==> src/rtl/vga_sync_gen.sv <==
// VGA raster timing: pixel-rate divider, 800x525 counters and
// registered sync / display-enable decode aligned to the counters.
module vga_sync_gen #(
  parameter int unsigned CLK_DIV   = 2,
  parameter int unsigned H_DISPLAY = 640,
  parameter int unsigned H_FP      = 16,
  parameter int unsigned H_SYNC    = 96,
  parameter int unsigned H_BP      = 48,
  parameter int unsigned V_DISPLAY = 480,
  parameter int unsigned V_FP      = 10,
  parameter int unsigned V_SYNC    = 2,
  parameter int unsigned V_BP      = 33,
  parameter logic        SYNC_POL  = 1'b0
) (
  input  logic       clk,
  input  logic       reset,
  output logic [9:0] HCount,
  output logic [9:0] VCount,
  output logic       hsync,
  output logic       vsync,
  output logic       video_on,
  output logic       pixel_tick,
  output logic       frame_start
);

  localparam int unsigned H_TOTAL =
    H_DISPLAY + H_FP + H_SYNC + H_BP;
  localparam int unsigned V_TOTAL =
    V_DISPLAY + V_FP + V_SYNC + V_BP;
  localparam int unsigned DW =
    (CLK_DIV > 1) ? $clog2(CLK_DIV) : 1;

  localparam logic [DW-1:0] DIV_LAST = DW'(CLK_DIV - 1);
  localparam logic [9:0]    H_LAST   = 10'(H_TOTAL - 1);
  localparam logic [9:0]    V_LAST   = 10'(V_TOTAL - 1);

  // 11-bit window bounds so an end bound of 1024 still fits
  localparam logic [10:0] H_VIS  = 11'(H_DISPLAY);
  localparam logic [10:0] HS_BEG = 11'(H_DISPLAY + H_FP);
  localparam logic [10:0] HS_END = 11'(H_DISPLAY + H_FP + H_SYNC);
  localparam logic [10:0] V_VIS  = 11'(V_DISPLAY);
  localparam logic [10:0] VS_BEG = 11'(V_DISPLAY + V_FP);
  localparam logic [10:0] VS_END = 11'(V_DISPLAY + V_FP + V_SYNC);

  logic [DW-1:0] div_q, div_d;
  logic [9:0]    h_q, h_d;
  logic [9:0]    v_q, v_d;
  logic          hs_q, hs_d;
  logic          vs_q, vs_d;
  logic          vo_q, vo_d;
  logic          fs_q, fs_d;
  logic          first_q;
  logic          tick;
  logic [10:0]   hx, vx;

  always_comb begin
    // first clk after reset holds (0,0) so its decode can load
    tick  = (div_q == DIV_LAST) && !first_q;
    div_d = (div_q >= DIV_LAST) ? '0 : div_q + 1'b1;
    h_d   = h_q;
    v_d   = v_q;
    if (tick) begin
      if (h_q >= H_LAST) begin
        h_d = '0;
        v_d = (v_q >= V_LAST) ? '0 : v_q + 10'd1;
      end else begin
        h_d = h_q + 10'd1;
      end
    end
    hx   = {1'b0, h_d};
    vx   = {1'b0, v_d};
    hs_d = (hx >= HS_BEG && hx < HS_END) ? SYNC_POL : ~SYNC_POL;
    vs_d = (vx >= VS_BEG && vx < VS_END) ? SYNC_POL : ~SYNC_POL;
    vo_d = (hx < H_VIS) && (vx < V_VIS);
    fs_d = first_q ||
           (tick && h_q >= H_LAST && v_q >= V_LAST);
  end

  always_ff @(posedge clk) begin
    if (reset) begin
      div_q   <= '0;
      h_q     <= '0;
      v_q     <= '0;
      hs_q    <= ~SYNC_POL;
      vs_q    <= ~SYNC_POL;
      vo_q    <= 1'b0;
      fs_q    <= 1'b0;
      first_q <= 1'b1;
    end else begin
      div_q   <= div_d;
      h_q     <= h_d;
      v_q     <= v_d;
      hs_q    <= hs_d;
      vs_q    <= vs_d;
      vo_q    <= vo_d;
      fs_q    <= fs_d;
      first_q <= 1'b0;
    end
  end

  assign HCount      = h_q;
  assign VCount      = v_q;
  assign hsync       = hs_q;
  assign vsync       = vs_q;
  assign video_on    = vo_q;
  assign pixel_tick  = tick;
  assign frame_start = fs_q;

endmodule

==> config.mk <==
export PLATFORM = sky130hd
export DESIGN_NAME = vga_sync_gen
export DESIGN_NICKNAME = d
export VERILOG_FILES = /design/src/rtl/vga_sync_gen.sv
export SDC_FILE = /design/constraint.sdc
export NUM_CORES = 1
export LEC_CHECK = 0
export BUFFER_PORTS_ARGS = -buffer_cell sky130_fd_sc_hd__buf_2
export CAP_MARGIN = 20
export CORE_UTILIZATION = 25
export CTS_CLUSTER_DIAMETER = 150
export CTS_CLUSTER_SIZE = 24
export DETAILED_ROUTE_END_ITERATION = 6
export PLACE_DENSITY = 0.41
export SLEW_MARGIN = 25
export SYNTH_ARGS = -nofsm -noshare
export SYNTH_HDL_FRONTEND = slang
export SYNTH_SLANG_ARGS = --single-unit
export TNS_END_PERCENT = 1
==> constraint.sdc <==
create_clock -name clk -period 2.5 [get_ports clk]
set_input_delay 0.25 -clock clk [delete_from_list [all_inputs] [get_ports clk]]
set_output_delay 0.25 -clock clk [all_outputs]
set_load 0.05 [all_outputs]
==> results of run 1 <==
[critical path, cell delays in order (launching register included)]
cell	delay (ns)
dfxtp_1	0.42
ha_1	0.23
and4_1	0.23
o211ai_1	0.22
nor2_1	0.53
nand2_1	0.20
mux2i_1	0.22
nand4b_1	0.10
[area by class of cell]
| type | instances | area [µm²] | area share, % |
|---|---|---|---|
| Clock inverter | 1 | 30.03 | 1.850 |
| Sequential cell | 26 | 520.5 | 32.07 |
| Timing Repair Buffer | 27 | 137.6 | 8.481 |
| Multi-Input combinational cell | 126 | 787.0 | 48.50 |
| Inverter | 5 | 18.77 | 1.157 |
| Tap cell | 70 | 87.58 | 5.397 |
| Clock buffer | 3 | 41.29 | 2.544 |
[power breakdown]
| part | switching [µW] | internal, µW | total, µW | leakage (µW) |
|---|---|---|---|---|
| Combinational | 30.3 | 8.68 | 39.0 | 0.000417 |
| Sequential | 4.31 | 419 | 424 | 0.000211 |
| Clock | 145 | 214 | 359 | 0.0000357 |
[kinds of logic (layout without fill, tap and decap cells)]
group / after synthesis / count (layout) / synth area share (%)
mux: 1 / 1 / 0.7313
fa+ha+maj: 3 / 3 / 2.743
flops: 26 / 26 / 38.03
xor+xnor: 16 / 16 / 10.24
buf+inv: 10 / 36 / 4.478
simple gates: 87 / 87 / 32.73
compound gates: 19 / 19 / 11.06
[through the flow]
stage,worst slack [ns],instance area [µm²]
3_3_place_gp,0.3066,1551
2_1_floorplan,0.3586,1369
4_1_cts,0.2441,1623
6_report,0.2407,1623
3_5_place_dp,0.2590,1551
5_1_grt,0.07247,1623
[sequential cells by signal, indices dropped and copies added, names as in the netlist]
register / flops
HCount: 10
VCount: 10
div_q: 1
first_q: 1
frame_start: 1
hsync: 1
video_on: 1
vsync: 1
[cells in the final DEF (no fill, tap or decap), types with 4 or more instances in the layout]
cell	synthesis	routed
and3_1	4	4
xnor2_1	5	5
nand4_1	6	6
or3_1	4	4
nand2_1	16	16
dfxtp_1	26	26
o211ai_1	5	5
xor2_1	11	11
nand3_1	9	9
inv_1	4	4
buf_2	1	26
nor2_1	28	28
[worst paths after layout]
| kind | from | to | slack [ns] | cells past startpoint |
|---|---|---|---|---|
| setup / recovery | HCount[0]$_SDFF_PP0_ | vsync$_SDFF_PP1_ | 0.24 | 7 |
| hold / removal | reset | first_q$_DFF_P_ | 0.19 | 1 |
| setup reg to reg | HCount[0]$_SDFF_PP0_ | vsync$_SDFF_PP1_ | 0.24 | 7 |
| hold reg to reg | div_q$_SDFF_PP0_ | div_q$_SDFF_PP0_ | 0.46 | 1 |
[per-layer routing]
metal / vias to the layer above / routed length [µm] / share of wire (%)
met5: - / 0 / 0
met2: 29 / 1526 / 46
met1: 588 / 1625 / 49
li1: 620 / - / -
met3: 4 / 144 / 4.3
met4: 0 / 31 / 0.93
==> flow_summary.yaml, run 1 <==
outcome:
  status: "finished clean"
placement:
  routabilityCongestion: 0.8174
  dp_hpwl_mm: 2.499
  portBuffers: 26
  dp_cells: 254
timing:
  relSlewSlack_pct: 60.48
  drv_slew: 0
  rsz0062_at_grt: "false"
  fin_crit_ns: 2.259
  period_share_pct: 90.37
  worst_pin_slew_ns: 0.5907
  final-setup-viol-count: 0
  max_freq_ghz: 0.4426
  tns_ns: 0
  timing.hold.ws_ns: 0.1948
  hold_viol: 0
  fin_skew_ns: 0.007630
clock_network:
  htree_levels: 1
  cts_inserted_buffers: 3
  clkLatencyLatePin_ns: 0.28
  max-clock-path-buffers: 2
  cts_tree: "built"
  clock-sinks: 26
  root_buffer: "clkbuf_8"
  cts.clk_slew.worst_paths_ns: 0.10
  cts_resized: 0
  hold_buffers: 0
  post_cts_buffers: 0
global_route:
  grt_remaining_overflow: 0
  busiest_layer: "met2"
  grtUsageMet2_pct: 19.09
  antenna_found_initial: 0
  grt_use_met1_pct: 15.66
  grt_start_max_net_pins: 16
  grt_pass1_vias: 1109
  grt_use_met3_pct: 2.515
  grt_pass1_wl_mm: 5.499
  grt_usage_pct: 11.69
job:
  max_cap_violations: 0
setup_path:
  crit_path_start_kind: "flip-flop"
  end_kind: "flip-flop"
  crit_fanout: 7
  critPathKind: "flip-flop to flip-flop"
  required_ns: 2.66
  cp.arrival_ns: 2.42
floorplanning:
  dieWidth_um: 76.00
  io_pins: 27
  rows: 26
  start_util_pct: 26.30
  coreArea_mm2: 0.005205
  die-area_mm2: 0.005775
  fp.dieH_um: 76.00
route:
  wl_per_cell_um: 12.90
  ant_nets: 0
  vias: 1241
  post-route-drc-count: 0
  viasPerCell: 4.810
  first_pass_iters: 4
  wl_mm: 3.328
  drt_iter0_drc: 43
synthesis:
  synth-main-ff-cell: "dfxtp_1"
  syn-instance-count: 162
  ys_seq_area_share_pct: 38.03
  ys_ff_latch: 26
  synth-edff-count: 0
  syn_avg_cell_area_um2: 8.449
  ys_warn_count: 0
  synthDistinctLibCells: 42
  yosysTopAreaCellShare_pct: 38.03
  async_flop_share_pct: 0
  synth.top_cells.by_count: "nor2_1, dfxtp_1, nand2_1, xor2_1, nand3_1"
  netlist_area_mm2: 0.001369
  yosysMostFrequentCell: "nor2_1"
  synth_area_leader_cell: "dfxtp_1"
  synth_area_leaders: "dfxtp_1, nor2_1, xor2_1"
  syn_nets: 167
worst_hold_path:
  hp-class: "input port to flip-flop"
finish:
  diodes: 0
  area_growth_pct: 18.56
  postLayoutCoreUtil_pct: 31.18
  layout-drive-gt1-share_pct: 20.21
  final_net_count: 194
  final.fill_count: 566
  layout.cells.non_filler: 258
power:
  p_leak_uw: 0.0006635
  p_per_area_mw_per_mm2: 506.5
  vdd_ir_drop_max_mv: 0.1965
  power_uw: 821.9
No activity file was read; power rests on OpenSTA's default activity.
==> run 2: changes to the inputs <==
--- a/config.mk
+++ b/config.mk
@@ -5,13 +5,13 @@
 export SDC_FILE = /design/constraint.sdc
 export NUM_CORES = 1
 export LEC_CHECK = 0
-export BUFFER_PORTS_ARGS = -buffer_cell sky130_fd_sc_hd__buf_2
 export CAP_MARGIN = 20
-export CORE_UTILIZATION = 25
+export CORE_UTILIZATION = 55
 export CTS_CLUSTER_DIAMETER = 150
 export CTS_CLUSTER_SIZE = 24
 export DETAILED_ROUTE_END_ITERATION = 6
-export PLACE_DENSITY = 0.41
+export DONT_BUFFER_PORTS = 1
+export PLACE_DENSITY = 0.69
 export SLEW_MARGIN = 25
 export SYNTH_ARGS = -nofsm -noshare
 export SYNTH_HDL_FRONTEND = slang
==> run 2 against run 1 <==
Worst hold slack worse by 0.11 ns; sequential power up 1%; wire length down 4.6%; sequential share of layout area up 0.68 points; sequential cell count unchanged; cell count down 18%; non-clock buffer count down 4; die area down 53%; combinational power down 14%; critical path type unchanged; largest cell class unchanged.
==> flow_summary.yaml, run 2 (synthesis results as in run 1) <==
outcome:
  status: "finished clean"
setup_path:
  cp.depth: 5
  r2r_start: "first_q$_DFF_P_"
  required_ns: 2.72
  cp_cell_sequence: "nand2b_1 > or4_1 > o31ai_2 > nand4_1 > nand4b_1"
  crit_fanout: 9
  r2r_end: "vsync$_SDFF_PP1_"
  end_kind: "flip-flop"
  critPathKind: "flip-flop to flip-flop"
  crit_family: "simple AND/OR/NAND/NOR gates"
  crit_path_start_kind: "flip-flop"
  reg2regPathDepth: 5
  cp.arrival_ns: 2.22
  critPathBufInv: 0
  slowest_stage: "or4_1"
  slowest_delay_ns: 0.64
  reg2reg_setup_slack_ns: 0.50
timing:
  relSlewSlack_pct: 68.52
  hold_viol: 0
  timing.hold.ws_ns: 0.08507
  max_freq_ghz: 0.4990
  worst_pin_slew_ns: 0.4715
  fin_skew_ns: 0.01123
  drv_slew: 0
  layout_setup_ws_ns: 0.4962
  fin_crit_ns: 2.004
  tns_ns: 0
  rsz0062_at_grt: "false"
  period_share_pct: 80.15
  final-setup-viol-count: 0
floorplanning:
  die-area_mm2: 0.002692
  io_pins: 27
  start_util_pct: 60.14
  fp.dieH_um: 51.89
  rows: 17
  dieWidth_um: 51.89
  coreArea_mm2: 0.002276
clock_network:
  post_cts_buffers: 0
  hold_buffers: 1
  max-clock-path-buffers: 2
  clock-sinks: 26
  cts_resized: 0
  cts_tree: "built"
  cts_inserted_buffers: 3
  cts.clk_slew.worst_paths_ns: 0.15
  htree_levels: 1
  root_buffer: "clkbuf_4"
  clkLatencyLatePin_ns: 0.33
route:
  drt_iter0_drc: 26
  post-route-drc-count: 0
  vias: 1257
  first_pass_iters: 4
  wl_mm: 3.174
  ant_nets: 0
  viasPerCell: 5.929
  wl_per_cell_um: 14.97
global_route:
  antenna_found_initial: 0
  grt_start_max_net_pins: 16
  grt_pass1_vias: 1213
  grt_pass1_wl_mm: 5.409
  grt_remaining_overflow: 0
  grt_usage_pct: 27.01
worst_hold_path:
  hp-start: "reset"
  hp-class: "input port to flip-flop"
  hold-path-endpoint: "video_on$_SDFF_PP0_"
  whs_path_depth: 2
power:
  vdd_ir_drop_max_mv: 0.3927
  comb_power_share_pct: 4.4
  internal-power_uw: 591.6
  seq_power_share_pct: 56.9
  power_uw: 754.0
  p_clk_share_pct: 38.6
  p_leak_uw: 0.0006404
  switching_share_pct: 21.53
  p_sw_uw: 162.4
  p_per_area_mw_per_mm2: 474.5
finish:
  final_net_count: 190
  diodes: 0
  layout-drive-gt1-share_pct: 17.93
  final_common_cell: "nor2_1"
  final_cell_mix: "nor2_1, dfxtp_1, buf_4"
  postLayoutCellArea_mm2: 0.001589
  area_growth_pct: 16.09
placement:
  portBuffers: 0
  routabilityCongestion: 0.9252
  preCtsSetupSlack_ns: 0.5391
  dp_hpwl_mm: 2.390
  dpl_cell_area_mm2: 0.001526
job:
  max_cap_violations: 0
[run 2: layer usage]
metal  wire length [µm]  vias to the layer above  GRT usage (%)
li1                   -                      610              -
met1               1537                      594          37.48
met2               1431                       46          43.59
met3                165                        7          2.632
met4                 40                        0          8.559
met5                  0                        -              0
[run 2: how the worst max path moves through the flow]
| stage | startpoint | to | slack (ns) |
|---|---|---|---|
| 6_report | first_q$_DFF_P_ | vsync$_SDFF_PP1_ | 0.50 |
| 5_1_grt | first_q$_DFF_P_ | hsync$_SDFF_PP1_ | 0.35 |
| 4_1_cts | HCount[0]$_SDFF_PP0_ | vsync$_SDFF_PP1_ | 0.51 |
| 3_5_place_dp | HCount[0]$_SDFF_PP0_ | vsync$_SDFF_PP1_ | 0.54 |
| 3_3_place_gp | first_q$_DFF_P_ | video_on$_SDFF_PP0_ | 0.59 |
| 2_1_floorplan | HCount[0]$_SDFF_PP0_ | vsync$_SDFF_PP1_ | 0.36 |
[run 2: stage by stage]
step | util, % | std cells
after floorplan | - | 162
after global placement | 67.07 | 207
after detailed placement | 67.07 | 207
after CTS | 69.82 | 212
after global routing | 69.82 | 212
final | 69.82 | 212
[run 2: power groups by stage]
stage          Sequential, µW  Clock, µW  Combinational (µW)
2_1_floorplan             444          0                18.6
6_report                  429        291                33.5
3_5_place_dp              438          0                31.0
3_3_place_gp              438          0                30.7
5_1_grt                   430        308                36.6
4_1_cts                   429        294                33.7
[run 2: cell type report]
class	count	area, µm²
Inverter	5	18.77
Timing Repair Buffer	23	175.2
Clock buffer	3	22.52
Fill cell	207	686.9
Multi-Input combinational cell	126	787.0
Clock inverter	1	30.03
Tap cell	28	35.03
Sequential cell	26	520.5
==> run 3: changes to the inputs <==
--- a/config.mk
+++ b/config.mk
@@ -11,7 +11,7 @@
 export CTS_CLUSTER_SIZE = 24
 export DETAILED_ROUTE_END_ITERATION = 6
 export DONT_BUFFER_PORTS = 1
-export PLACE_DENSITY = 0.69
+export PLACE_DENSITY = 0.72
 export SLEW_MARGIN = 25
 export SYNTH_ARGS = -nofsm -noshare
 export SYNTH_HDL_FRONTEND = slang
==> constraint.sdc (replaced) <==
create_clock -name clk -period 1.8 [get_ports clk]
set_input_delay 0.18 -clock clk [delete_from_list [all_inputs] [get_ports clk]]
set_output_delay 0.18 -clock clk [all_outputs]
set_load 0.05 [all_outputs]
==> run 3 against run 2 <==
The flow now finishes with violations (negative setup slack); clock skew is 0.0026 ns lower; maximum frequency is 5.7% higher; worst setup slack worse by 0.59 ns; largest power group unchanged.
==> flow_summary.yaml, run 3 (synthesis results as in run 1) <==
global_route:
  grt_pass1_vias: 1324
  grt_remaining_overflow: 0
  grt_usage_pct: 30.57
  grt_pass1_wl_mm: 5.961
  grt_start_max_net_pins: 16
  antenna_found_initial: 0
finish:
  area_growth_pct: 32.54
  final.fill_count: 169
  diodes: 0
  layout-drive-gt1-share_pct: 38.73
  final_common_cell: "buf_4"
  final_cell_mix: "buf_4, nor2_1, nand2_1"
  final_net_count: 210
placement:
  dp_hpwl_mm: 2.627
  routabilityCongestion: 0.8956
  portBuffers: 0
timing:
  worst_pin_slew_ns: 0.4843
  drv_slew: 0
  tns_ns: -0.1364
  rsz0062_at_grt: "true"
  fin_skew_ns: 0.008603
  final-setup-viol-count: 2
  fin_crit_ns: 1.896
  max_freq_ghz: 0.5275
  layout_setup_ws_ns: -0.09591
  period_share_pct: 105.3
  relSlewSlack_pct: 67.67
  hold_viol: 0
setup_path:
  crit_path_start_kind: "flip-flop"
  reg2reg_setup_slack_ns: -0.1
  cp.arrival_ns: 2.12
  reg2regPathDepth: 6
  critPathKind: "flip-flop to flip-flop"
  r2r_start: "HCount[6]$_SDFF_PP0_"
  crit_fanout: 4
  r2r_end: "vsync$_SDFF_PP1_"
  end_kind: "flip-flop"
  required_ns: 2.02
route:
  viasPerCell: 5.931
  wl_per_cell_um: 15.86
  vias: 1376
  wl_mm: 3.679
  first_pass_iters: 4
  post-route-drc-count: 0
  drt_iter0_drc: 57
  ant_nets: 0
floorplanning:
  coreArea_mm2: 0.002276
  die-area_mm2: 0.002692
  io_pins: 27
  rows: 17
  fp.dieH_um: 51.89
  dieWidth_um: 51.89
  start_util_pct: 60.14
clock_network:
  cts_inserted_buffers: 3
  cts.clk_slew.worst_paths_ns: 0.15
  root_buffer: "clkbuf_4"
  clkLatencyLatePin_ns: 0.33
  max-clock-path-buffers: 2
  htree_levels: 1
  clock-sinks: 26
  cts_tree: "built"
worst_hold_path:
  hp-class: "input port to flip-flop"
  hold-path-endpoint: "video_on$_SDFF_PP0_"
  whs_path_depth: 2
  hp-start: "reset"
job:
  max_cap_violations: 0
power:
  p_clk_share_pct: 35.6
  vdd_ir_drop_max_mv: 0.4391
  power_uw: 1010
  p_per_area_mw_per_mm2: 556.4
  p_sw_uw: 238.1
  comb_power_share_pct: 5.6
  seq_power_share_pct: 58.8
  switching_share_pct: 23.59
  p_leak_uw: 0.0007713
  internal-power_uw: 771.4
outcome:
  status: "complete, but fails checks"
  failed_checks: "negative setup slack"
-- run 3: cell types whose count changed in the layout (fill, tap and decap cells not counted), moves of 3 or more --
cell	before	now
buf_4	22	40
dfxtp_1	26	11
dfxtp_2	0	14
xor2_1	11	8
xor2_2	0	3
-- run 3: timing repair --
item,CTS,global route
resized for setup,5,8
hold buffers,1,0
gates cloned,0,0
endpoints found under the setup margin,10,10
pin swaps,6,8
buffers inserted,3,1
hold endpoints to repair,7,0
-- run 3: area by class of cell --
class / instances / area [µm²] / share of cell area (%)
Multi-Input combinational cell: 126 / 837.1 / 46.14
Sequential cell: 26 / 541.8 / 29.86
Timing Repair Buffer: 43 / 332.8 / 18.34
Clock buffer: 4 / 47.55 / 2.621
Tap cell: 28 / 35.03 / 1.931
Inverter: 5 / 20.02 / 1.103
-- run 3: how the worst max path moves through the flow --
| stage | startpoint | to | depth (start not counted) |
|---|---|---|---|
| final | HCount[6]$_SDFF_PP0_ | vsync$_SDFF_PP1_ | 6 |
| after detailed placement | HCount[0]$_SDFF_PP0_ | vsync$_SDFF_PP1_ | 7 |
| after CTS | HCount[5]$_SDFF_PP0_ | vsync$_SDFF_PP1_ | 6 |
| after floorplan | VCount[4]$_SDFF_PP0_ | vsync$_SDFF_PP1_ | 7 |
| after global placement | HCount[0]$_SDFF_PP0_ | vsync$_SDFF_PP1_ | 7 |
| after global routing | HCount[6]$_SDFF_PP0_ | vsync$_SDFF_PP1_ | 6 |
-- run 3: stage by stage --
stage / hold WS [ns] / setup WS (ns) / area [µm²] / utilization (%) / cells
final: 0.01085 / -0.09591 / 1814 / 79.71 / 232
after CTS: 0.003617 / -0.07518 / 1764 / 77.52 / 231
after global routing: 0.005430 / -0.1822 / 1814 / 79.71 / 232
after global placement: 0.2081 / -0.2066 / 1672 / 73.45 / 223
after detailed placement: 0.2082 / -0.2521 / 1672 / 73.45 / 223
after floorplan: 0.2077 / -0.1418 / 1394 / - / 162
-- run 3: power by group through the flow --
stage	Combinational, µW	Sequential [µW]	Clock [µW]
floorplan	26.3	616	0
global placement	48.1	607	0
detailed placement	49.9	606	0
CTS	55.0	594	359
global route	60.9	595	384
finish	56.8	594	359
-- run 3: metal layers --
layer,part of all wire (%),up-vias,track usage (%)
li1,-,649,-
met1,42,650,36.41
met2,49,65,53.63
met3,5.8,12,4.971
met4,2.6,0,12.61
met5,0,-,0
-- run 3: critical path, stage by stage (launching register included) --
cell      delay (ns)
dfxtp_2         0.35
or3_4           0.39
o211ai_1        0.32
nor2_2          0.10
o211ai_1        0.24
nand4_1         0.18
nand4b_1        0.21
